**src/rtl/mtr_drv_if.sv**
```systemverilog
// Motor-driver bus: signed wheel speeds in, complementary H-bridge drives and period marker out.
interface mtr_drv_if;
    logic signed [10:0] lft_spd;
    logic signed [10:0] rght_spd;
    logic               lftPWM1;
    logic               lftPWM2;
    logic               rghtPWM1;
    logic               rghtPWM2;
    logic               pwm_synch;

    modport master (
        output lft_spd, rght_spd,
        input  lftPWM1, lftPWM2, rghtPWM1, rghtPWM2, pwm_synch
    );

    modport slave (
        input  lft_spd, rght_spd,
        output lftPWM1, lftPWM2, rghtPWM1, rghtPWM2, pwm_synch
    );
endinterface

```
**src/rtl/mtr_drv.sv**
```systemverilog
// Dual H-bridge PWM driver: speeds sampled once per 2048-clock period, complementary outputs with dead time.
// Optional macro SLEW_LIMIT_EN limits the duty change per period to SLEW_STEP.
module mtr_drv #(
    parameter int DEAD_CYC = 32
`ifdef SLEW_LIMIT_EN
    , parameter int SLEW_STEP = 64
`endif
) (
    input  logic       clk,
    input  logic       rst_n,
    mtr_drv_if.slave   bus
);

    localparam logic [5:0] DEAD6 = 6'(DEAD_CYC);

    logic [10:0] cnt;
    logic        ld;
    logic [10:0] spd [2];
    logic [1:0]  pwm1;
    logic [1:0]  pwm2;

    assign ld  = (cnt == 11'h7FF);
    assign spd[0] = bus.lft_spd;
    assign spd[1] = bus.rght_spd;

    always_ff @(posedge clk or negedge rst_n) begin
        if (!rst_n) cnt <= 11'd0;
        else        cnt <= cnt + 11'd1;
    end

    for (genvar s = 0; s < 2; s++) begin : g_ch
        logic [10:0] duty;
        logic [10:0] tgt;
        logic [10:0] duty_nxt;
        logic        raw;
        logic        raw_d;
        logic        raw_edge;
        logic [5:0]  dead;
        logic [5:0]  dead_nxt;
        logic        gate;
        logic        p1;
        logic        p2;

        // Adding 0x400 modulo 2048 is an MSB flip: signed speed to offset-binary duty.
        assign tgt = spd[s] ^ 11'h400;

`ifdef SLEW_LIMIT_EN
        localparam logic [11:0] STEP12 = 12'(SLEW_STEP);
        logic [11:0] t12;
        logic [11:0] d12;
        logic [11:0] up12;
        logic [11:0] dn12;

        assign t12  = {1'b0, tgt};
        assign d12  = {1'b0, duty};
        assign up12 = d12 + STEP12;
        assign dn12 = d12 - STEP12;

        always_comb begin
            duty_nxt = tgt;
            if (t12 > up12)
                duty_nxt = up12[10:0];
            else if ((d12 > STEP12) && (t12 < dn12))
                duty_nxt = dn12[10:0];
        end
`else
        assign duty_nxt = tgt;
`endif

        assign raw      = (cnt < duty);
        assign raw_edge = raw ^ raw_d;
        assign dead_nxt = raw_edge        ? 6'd0 :
                          (dead == DEAD6) ? dead : dead + 6'd1;
        // Gate on the post-update count so the edge cycle itself is already blanked.
        assign gate     = (dead_nxt == DEAD6);

        always_ff @(posedge clk or negedge rst_n) begin
            if (!rst_n) begin
                duty  <= 11'h400;
                raw_d <= 1'b0;
                dead  <= 6'd0;
                p1    <= 1'b0;
                p2    <= 1'b0;
            end else begin
                if (ld) duty <= duty_nxt;
                raw_d <= raw;
                dead  <= dead_nxt;
                p1    <= raw & gate;
                p2    <= ~raw & gate;
            end
        end

        assign pwm1[s] = p1;
        assign pwm2[s] = p2;
    end

    assign bus.lftPWM1   = pwm1[0];
    assign bus.lftPWM2   = pwm2[0];
    assign bus.rghtPWM1  = pwm1[1];
    assign bus.rghtPWM2  = pwm2[1];
    assign bus.pwm_synch = ld;

endmodule
```
**src/flat_wrapper.sv**
```systemverilog
// flat-port wrapper written by rule: the top's interface ports become plain ports
module mtr_drv_flat 
#(
    parameter int DEAD_CYC = 32

)
  (clk, rst_n, bus_lft_spd, bus_rght_spd, bus_lftPWM1, bus_lftPWM2, bus_rghtPWM1, bus_rghtPWM2, bus_pwm_synch);
  mtr_drv_if bus_i ();
  input  logic clk;
  input  logic rst_n;
  input wire logic [$bits(bus_i.lft_spd)-1:0] bus_lft_spd;
  input wire logic [$bits(bus_i.rght_spd)-1:0] bus_rght_spd;
  output wire logic [$bits(bus_i.lftPWM1)-1:0] bus_lftPWM1;
  output wire logic [$bits(bus_i.lftPWM2)-1:0] bus_lftPWM2;
  output wire logic [$bits(bus_i.rghtPWM1)-1:0] bus_rghtPWM1;
  output wire logic [$bits(bus_i.rghtPWM2)-1:0] bus_rghtPWM2;
  output wire logic [$bits(bus_i.pwm_synch)-1:0] bus_pwm_synch;
  assign bus_i.lft_spd = bus_lft_spd;
  assign bus_i.rght_spd = bus_rght_spd;
  assign bus_lftPWM1 = bus_i.lftPWM1;
  assign bus_lftPWM2 = bus_i.lftPWM2;
  assign bus_rghtPWM1 = bus_i.rghtPWM1;
  assign bus_rghtPWM2 = bus_i.rghtPWM2;
  assign bus_pwm_synch = bus_i.pwm_synch;
  mtr_drv #(.DEAD_CYC(DEAD_CYC)) u_core (.clk(clk), .rst_n(rst_n), .bus(bus_i));
endmodule
```
**config.mk**
```make
export PLATFORM = sky130hd
export DESIGN_NAME = mtr_drv_flat
export DESIGN_NICKNAME = d
export VERILOG_FILES = /design/src/rtl/mtr_drv_if.sv /design/src/rtl/mtr_drv.sv /design/src/flat_wrapper.sv
export SDC_FILE = /design/constraint.sdc
export NUM_CORES = 1
export LEC_CHECK = 0
export CORE_AREA = 2 2 82 84
export DETAILED_ROUTE_END_ITERATION = 7
export DIE_AREA = 0 0 84 86
export GPL_TIMING_DRIVEN = 0
export SYNTH_ARGS = -nofsm -noshare
export SYNTH_HDL_FRONTEND = slang
export SYNTH_SLANG_ARGS = --single-unit
```
**constraint.sdc**
```tcl
create_clock -name clk -period 2.4 [get_ports clk]
set_input_delay 0.48 -clock clk [delete_from_list [all_inputs] [get_ports clk]]
set_output_delay 0.48 -clock clk [all_outputs]
set_load 0.02 [all_outputs]
```
==> results.md, run 1 <==
- The flow ran to the end, and the final reports show no timing, DRC or antenna violations.
- The post-layout net count is 358.
- The number of buffers added by the clock tree synthesis step is 5.
- STA classifies the critical path startpoint as a flip-flop.
- After synthesis, the largest family of logic cells by area is simple AND/OR/NAND/NOR gates.
- The cell with the largest stage delay on the worst path is sky130_fd_sc_hd__dfrtp_2.
- The number of hold violations in the final report is 0.
- The global-route congestion overflow total is 0.
- The worst register-to-register path begins at u_core.g_ch[1].duty[10].
- The worst slack at placement is -0.283 ns.
- Setup violations remaining at the end of the flow were counted as 0.
- Synthesis produced 272 cells.
- The number of remaining DRC errors is 0.
- The most critical setup path has its startpoint at u_core.cnt[0].
- The critical-path maximum fanout is 16.
- The worst hold-check path type is in -> async.
- The detailed-routed wire length on met3 is 168 µm.
- The number of max-cap violations is 0.
- The transition at the pin with the smallest max-transition slack is 0.393 ns.
- The buffer levels on the longest clock path is 2.
- The start-to-end type of the worst setup path is reg -> out.
- The minimum clock period is 2.29 ns.
- The floorplan has 29 rows.
- The headroom to the max-slew limit is 73.5%.
- The achievable clock frequency is 0.437 GHz.
- Of the total synthesized cell area, the portion taken by AND, OR, NAND and NOR gates is 18.5%.
- The insertion delay to the later sink of the worst-skew pair is 0.31 ns.
- For this block, the initial DRC count from the detailed router was 49.
- The leakage dissipation is 1.58 nW.
- The total routed wirelength is 5070 µm.
- In the post-synthesis netlist, the biggest area contributors are sky130_fd_sc_hd__dfrtp_1 (45%), sky130_fd_sc_hd__ha_1 (11%), sky130_fd_sc_hd__xnor2_1 (4.5%), sky130_fd_sc_hd__nand2_1 (4.2%), sky130_fd_sc_hd__inv_1 (3.6%).
- For this block, wires on met1 add up to 2420 µm.
- The area of the core region is 0.00628 mm².
- Synthesis inferred 51 register bits.
- The number of antenna violations at the first check in global routing came to 0.
- The synthesized design devotes to its leading area cell type 44.8% of total area.
- The setup slack on the worst flop-to-flop path is 0.27 ns.
- Entering global routing, the biggest net connects 41 pins.
- The portion of the clock cycle consumed by the worst path in the final layout is 95.3%.
- The average wire per standard cell is 13.1 µm.
- IR analysis of the VDD net gives a maximum drop of 0.000245 V.
- At the worst endpoint, the required time is 1.92 ns.
- Relative to the synthesized area, the layout overhead comes to 19.1%.
- The dominant synthesized flop cell is sky130_fd_sc_hd__dfrtp_1.
- The share of synthesized cell area in full adder, half adder and majority cells is 11.4%.
- The proportion of synthesized chip area in sequential cells is 46.7%.
- The post-synthesis average cell area is 10.1 µm².
- The share of the synthesized netlist area taken by xor and xnor gates is 6.40%.
- The fraction of final layout cells with drive strength greater than 1 is 10.3%.
- The wire-length estimate of the detail-placed layout is 3810 µm.
- The largest single stage delay on the critical path is 0.42 ns.
- The area of the die is 0.00722 mm².
- After detailed routing, the number of vias per cell comes to 5.04.
- The overall routing resource usage is 15.8%.
- Input and output buffers added on the ports amount to 28.
- The starting density of the core is 43.6%.
- The number of warnings reported in the yosys synthesis log is 0.
- The number of detailed-routing iterations run before antenna repair is 4.
- 29 I/O pins were placed.
- After routing, the total negative slack on setup checks comes to 0 ns.
- Counting cells, the worst reg-to-reg path comes to 7.
- The clock slew at the register clock pins of the worst setup and hold paths is 0.09 ns.
- The power density over the cells is 473 mW/mm².
- The number of antenna diodes is 0.
- Setup repair after global routing left no endpoint under its margin.
- The biggest area contributor in the post-synthesis netlist is sky130_fd_sc_hd__dfrtp_1.
- The net count of the mapped netlist is 321.
- In this run the number of H-tree levels came out at 2.
- Of the post-synthesis cell area, the part taken by muxes is 1.64%.
- The cell area after technology mapping is 0.00274 mm².
- The least setup slack across all paths after layout is 0.112 ns.
- For the worst setup path, the data arrival time is 1.81 ns.
- At the end of the flow the core is filled with cells to 52.0%.
- The number of global-route vias before repair is 2026.
- The tree is rooted in a sky130_fd_sc_hd__clkbuf_8.
- The maximum clock skew at final layout is 0.00773 ns.
- Detailed routing placed a total of 2410 µm of wire on met2.
- The sort of element at the end of the critical path is an output pin.
- The die is 86 µm tall.
- The synthesized design contains 0 enable-type register cells.
- The worst register-to-register path ends at u_core.g_ch[1].dead[3].
- The highest layer touched by signal routing is met4.
- The routability-driven placement congestion ratio is 0.780.
- CTS saw 51 sinks.
- Summing the areas of all compound-gate instances in the mapped netlist gives 10.0% of the synthesized area.
- TritonCTS built the clock tree.
- The number of distinct library cell variants in the gate-level netlist after synthesis is 43.
- In this run the remaining antenna-violating nets after routing total 0.
- The number of max-slew violations in the final report is 0.
- The wire length of the first global-routing pass is 9140 µm.
- The die boundary width is 84 µm.
- Of all flip-flops after synthesis, the portion carrying an async set or reset was 100%.
- The routed layout has 1949 vias.
- Walking the worst path, the cells encountered are ha_2, and3_1, and4_1, and2_1, buf_6, buf_4.
[what timing repair did]
action	CTS	global route
hold buffers	0	0
endpoints found under the setup margin	1	1
resized for setup	8	1
buffers inserted	2	0
[power by group]
group          leakage, nW  switching (mW)  internal (mW)
combinational        0.960          0.0222         0.0352
clock               0.0612           0.288          0.338
sequential           0.564               0          0.859
total                 1.58           0.310           1.23
[cells by family after synthesis]
logic type	count (synthesis)
xor+xnor	20
buf+inv	32
simple gates	93
fa+ha+maj	25
compound gates	47
mux	4
flops	51
[flip-flops by register name, indices dropped and copies added (netlist names)]
name,flops
u_core.g_ch.duty,22
u_core.g_ch.dead,12
u_core.cnt,11
u_core.g_ch.raw_d,2
u_core.bus.lftPWM1,1
u_core.bus.lftPWM2,1
u_core.bus.rghtPWM1,1
u_core.bus.rghtPWM2,1
[per-layer routing]
metal  GRT usage, %  vias up
met1           20.4      913
li1               -     1003
met4           4.84        0
met2           26.8       27
met5              0        -
met3           3.27        6
[how the worst max path moves through the flow]
stage / end / slack [ns] / cells past startpoint
after CTS: bus_pwm_synch / 0.08 / 6
after global routing: bus_pwm_synch / 0.006 / 6
after floorplan: bus_pwm_synch / 0.42 / 6
after detailed placement: bus_pwm_synch / -0.28 / 7
after global placement: u_core.g_ch[0].dead[4] / -0.72 / 1
final: bus_pwm_synch / 0.11 / 6
[area by class of cell]
cell class | instances | area (µm²)
Buffer | 5 | 45.0
Clock buffer | 6 | 82.6
Clock inverter | 2 | 35.0
Fill cell | 615 | 3020
Inverter | 26 | 97.6
Multi-Input combinational cell | 189 | 1320
Sequential cell | 51 | 1280
Tap cell | 77 | 96.3
Timing Repair Buffer | 31 | 308
[through the flow]
step | hold WS [ns] | cell area (µm²) | power [mW] | cells
6_report | 0.0465 | 3260 | 1.54 | 387
5_1_grt | 0.0530 | 3260 | 1.62 | 387
4_1_cts | 0.0476 | 3260 | 1.57 | 387
3_5_place_dp | 0.389 | 3130 | 0.935 | 378
3_3_place_gp | 0.462 | 3120 | 0.931 | 377
2_1_floorplan | 0.184 | 2740 | 0.876 | 272
[worst max-delay path, delay by kind of cell (launching register included)]
| family | cells | cell delay [ns] |
|---|---|---|
| adder cells (fa/ha/maj) | 1 | 0.21 |
| flip-flops | 1 | 0.42 |
| buffers and inverters | 2 | 0.32 |
| AND/OR/NAND/NOR | 3 | 0.55 |
[layout by cell type, fill, tap and decap left out, drive strengths merged, types with 2 or more instances in the layout]
cell / count
a21oi: 14
a31oi: 2
and2: 3
and3: 10
and3b: 5
and4: 2
buf: 9
clkbuf: 7
clkdlybuf4s50: 26
dfrtp: 49
dfstp: 2
ha: 25
inv: 26
mux2: 4
nand2: 31
nand2b: 2
nand3: 13
nand4: 3
nor2: 11
nor3: 3
nor3b: 2
nor4: 2
o21a: 2
o21ai: 24
or3: 2
xnor2: 14
xor2: 6
[synthesized netlist by cell type (3+ instances only)]
library cell and n:
sky130_fd_sc_hd__nor2_1 11, sky130_fd_sc_hd__and3_1 9, sky130_fd_sc_hd__and3b_1 5, sky130_fd_sc_hd__dfrtp_1 49, sky130_fd_sc_hd__nand4_1 3, sky130_fd_sc_hd__and2_1 3
sky130_fd_sc_hd__nand3_1 13, sky130_fd_sc_hd__buf_4 3, sky130_fd_sc_hd__nand2_1 31, sky130_fd_sc_hd__o21ai_0 5, sky130_fd_sc_hd__o21ai_1 19, sky130_fd_sc_hd__xor2_1 6
sky130_fd_sc_hd__inv_1 26, sky130_fd_sc_hd__xnor2_1 14, sky130_fd_sc_hd__ha_1 25, sky130_fd_sc_hd__a21oi_1 13
Power figures use the tool's default switching activity.
==> inputs of run 2 (changes only) <==
--- a/config.mk
+++ b/config.mk
@@ -5,9 +5,10 @@
 export SDC_FILE = /design/constraint.sdc
 export NUM_CORES = 1
 export LEC_CHECK = 0
-export CORE_AREA = 2 2 82 84
+export ABC_AREA = 1
+export CORE_AREA = 2 2 84 86
 export DETAILED_ROUTE_END_ITERATION = 7
-export DIE_AREA = 0 0 84 86
+export DIE_AREA = 0 0 86 88
 export GPL_TIMING_DRIVEN = 0
 export SYNTH_ARGS = -nofsm -noshare
 export SYNTH_HDL_FRONTEND = slang
==> run 2 against run 1 <==
Net effect:
- fmax is 1.9% higher
- critical path depth grew 4
- largest power group unchanged
- routed wire length shrank 1.2%
==> results.md, run 2 <==
- The run finished with clean final reports.
- In the final layout, the registers with the most flip-flops are u_core.g_ch.duty x22, u_core.g_ch.dead x12, u_core.cnt x11.
- The number of cells in the finished layout apart from fillers is 439.
- The tool flagged a number of max-cap violations equal to 0.
- The maximum level of the CTS H-tree is 2.
- The transition at the pin with the smallest max-transition slack is 0.539 ns.
- The initial utilization of the core area, before any placement, comes to 42.5%.
- The number of violations reported at the end of detailed-routing iteration 0 is 66.
- The start-to-end type of the worst setup path is reg -> out.
- The maximum clock skew at final layout is 0.00399 ns.
- The number of buffers added by the clock tree synthesis step is 5.
- The final sum of negative setup slack is 0 ns.
- The post-synthesis average cell area is 9.01 µm².
- The number of global-route vias before repair is 1953.
- The cell area after technology mapping is 0.00282 mm².
- Including well taps, the total number of placed cells is 422.
- Leaving out fill and tap cells, the most frequent cells in the layout are sky130_fd_sc_hd__inv_1 (62), sky130_fd_sc_hd__nand2_1 (60), sky130_fd_sc_hd__dfrtp_1 (49).
- The worst hold-check path type is in -> async.
- The worst path required time is 1.92 ns.
- The clock slew at the register clock pins of the worst setup and hold paths is 0.09 ns.
- The net count of the mapped netlist is 362.
- The worst register-to-register path ends at u_core.bus.lftPWM2.
- In this run the remaining antenna-violating nets after routing total 0.
- Counting flops with an async set or reset pin after synthesis yields a share of 100%.
- The overall routing resource usage is 15.0%.
- Among all cell types in the netlist, the one instantiated most often is sky130_fd_sc_hd__inv_1.
- On the final layout, the worst hold slack is 0.147 ns.
- In the post-synthesis netlist, the biggest area contributors are sky130_fd_sc_hd__dfrtp_1 (43%), sky130_fd_sc_hd__ha_1 (11%), sky130_fd_sc_hd__inv_1 (8.2%), sky130_fd_sc_hd__nand2_1 (8.0%), sky130_fd_sc_hd__o21ai_2 (5.9%).
- The power after layout is 1.46 mW.
- On the worst path, the slowest cell contributes a delay of 0.38 ns.
- The gate count of the mapped netlist is 313.
- From synthesis to final layout, the design area changed by 20.0%.
- Static timing analysis puts the maximum clock frequency at 0.445 GHz.
- The reg-to-reg critical path startpoint is u_core.g_ch[0].duty[10].
- The number of antenna diodes is 0.
- The number of max-slew violations in the final report is 0.
- The post-layout net count is 407.
- The most common library cell in the layout ignoring fill and taps is sky130_fd_sc_hd__inv_1.
- The count of input and output buffers is 28.
- In the routed layout, each cell is associated on average with a via count of 4.67.
- The peak ir drop on the vdd network is 0.000264 V.
- The area of the core region is 0.00664 mm².
- The synthesis-stage register bit count is 51.
- The count of flip-flops with a built-in enable after synthesis is 0.
- In this run the clock root is driven by a sky130_fd_sc_hd__clkbuf_8.
- The count of hold-fix buffers inserted at cts is 0.
- The setup slack on the worst flop-to-flop path is 0.48 ns.
- The number of remaining DRC errors is 0.
- The buffer levels on the longest clock path is 2.
- The number of distinct library cell variants in the gate-level netlist after synthesis is 24.
- The sort of element at the end of the critical path is an output pin.
- The number of warnings reported in the yosys synthesis log is 0.
- The most used cell along the critical path is sky130_fd_sc_hd__nor2_2.
- The post-route cell area is 0.00338 mm².
- The arrival time at the worst endpoint is 1.77 ns.
- In this run the cell area measured after placement is 0.00322 mm².
- Summed over all instances, the cell type with the most area after synthesis is sky130_fd_sc_hd__dfrtp_1.
- In the final routed layout, each cell accounts on average for 11.4 µm.
- The depth of the most critical reg-to-reg path is 12.
- By count the netlist is led by sky130_fd_sc_hd__inv_1 (62), sky130_fd_sc_hd__nand2_1 (60), sky130_fd_sc_hd__dfrtp_1 (49).
- In the final layout, the share of cells above drive strength 1 is 15.0%.
- The count of standard-cell rows is 30.
- The portion of the clock cycle consumed by the worst path in the final layout is 93.6%.
- The CTS tree is done.
- The cell with the largest stage delay on the worst path is sky130_fd_sc_hd__dfrtp_1.
- Walking the worst path, the cells encountered are ha_2, nand2_1, nor2_2, nand3_2, nor2_2, nand2_2, inv_2, nand3_4, nor2_8, buf_6.
- STA classifies the critical path startpoint as a flip-flop.
- For the finished layout, the period the worst path requires is 2.25 ns.
- Setup repair after global routing left no endpoint under its margin.
- The share of the synthesized area in the top cell type is 43.5%.
- The power density over the cells is 431 mW/mm².
- The detailed placement HPWL is 3820 µm.
- The area of the die is 0.00757 mm².
- The floorplan die height is 88 µm.
- The largest net degree at the start of global routing is 30.
- The final setup violation count is 0.
- For this design the static power due to leakage is 1.84 nW.
- In this run the count of I/O pins placed on the die edge is 29.
- The headroom to the max-slew limit is 64.1%.
- Detailed routing inserted a total of 2048 vias.
- The die boundary width is 86 µm.
- The dominant synthesized flop cell is sky130_fd_sc_hd__dfrtp_1.
- The congestion estimate from routability-driven global placement came to 0.760.
- The critical-path maximum fanout is 3.
- The wire length of the first global-routing pass is 8830 µm.
- u_core.g_ch.duty holds more flip-flops than any other register.
- The clock reaches the later pin of the worst-skew pair after 0.30 ns.
- The routed design has 5010 µm of wire.
- The first detailed-routing pass ran for 3 iterations.
- The flip-flop count of the largest register after layout is 22.
- After synthesis, flip-flops and latches occupy 45.3% of the total area.
- The clock sink count is 51.
- The global-route congestion overflow total is 0.
- The number of antenna violations at the first check in global routing came to 0.
- The number of hold violations in the final report was 0.
==> run 2: worst max path at each step <==
stage                  start                      to  slack (ns)  cells after the start
5_1_grt        u_core.cnt[0]           bus_pwm_synch        0.03                     10
4_1_cts        u_core.cnt[1]           bus_pwm_synch        0.01                     11
2_1_floorplan  u_core.cnt[0]           bus_pwm_synch        0.45                     10
3_5_place_dp   u_core.cnt[1]           bus_pwm_synch       -0.34                     11
6_report       u_core.cnt[0]           bus_pwm_synch        0.15                     10
3_3_place_gp           rst_n  u_core.g_ch[1].dead[4]       -0.72                      1
==> run 2: cell type report <==
cell class                 instances  area, µm²
tap                               80        100
fill                             639       3260
buffer                             3       33.8
timing repair buffer              39        372
sequential                        51       1280
inverter                          63        236
clock buffer                       8        100
multi-input combinational        195       1260
==> run 2: layer usage <==
metal	routed length, µm	global-route usage, %	vias up	part of all wire, %
li1	-	-	1084	-
met1	2470	19.2	935	49
met2	2320	25.0	22	46
met3	135	2.64	7	2.7
met4	80	6.49	0	1.6
met5	0	0	-	0
==> run 2: what timing repair did <==
action | CTS | global route
pin swaps | 4 | 4
resized for setup | 9 | 0
setup buffers | 6 | 4
endpoints found under the hold margin | 0 | 0
endpoints found under the setup margin | 1 | 1
==> run 2: where the power goes <==
group,total (mW),switching (mW),internal [mW]
registers,0.859,0,0.859
clock network,0.545,0.281,0.264
logic,0.0563,0.0216,0.0347
total,1.46,0.303,1.16
==> run 2: kinds of logic (layout without fill, tap and decap cells) <==
family                   count (synthesis)  in the layout  synth area share (%)
adder cells (fa/ha/maj)                 25             25                  11.1
AND/OR/NAND/NOR                        119            119                  19.6
buffers and inverters                   67            113                  9.98
flip-flops                              51             51                  45.3
XOR/XNOR                                17             17                  5.28
AO/OA/AOI/OAI                           34             34                  8.74
==> run 2: worst max-delay path: cells and delay by family (launching register included) <==
family / cells / cell delay, ns
fa+ha+maj: 1 / 0.19
buf+inv: 2 / 0.21
flops: 1 / 0.38
simple gates: 7 / 0.67
==> run 2: through the flow <==
stage                     setup slack [ns]  util [%]
after global placement              -0.715      48.2
after CTS                           0.0124      50.8
after detailed placement            -0.339      48.4
final                                0.154      50.9
after global routing                0.0295      50.9
after floorplan                      0.446         -
==> inputs of run 3 (changes only) <==
--- a/config.mk
+++ b/config.mk
@@ -5,10 +5,9 @@
 export SDC_FILE = /design/constraint.sdc
 export NUM_CORES = 1
 export LEC_CHECK = 0
-export ABC_AREA = 1
-export CORE_AREA = 2 2 84 86
+export CORE_AREA = 2 2 82 84
 export DETAILED_ROUTE_END_ITERATION = 7
-export DIE_AREA = 0 0 86 88
+export DIE_AREA = 0 0 84 86
 export GPL_TIMING_DRIVEN = 0
 export SYNTH_ARGS = -nofsm -noshare
 export SYNTH_HDL_FRONTEND = slang
==> results of run 3 <==
Same layout as run 1: the final DEF is identical, and so are final timing and power.
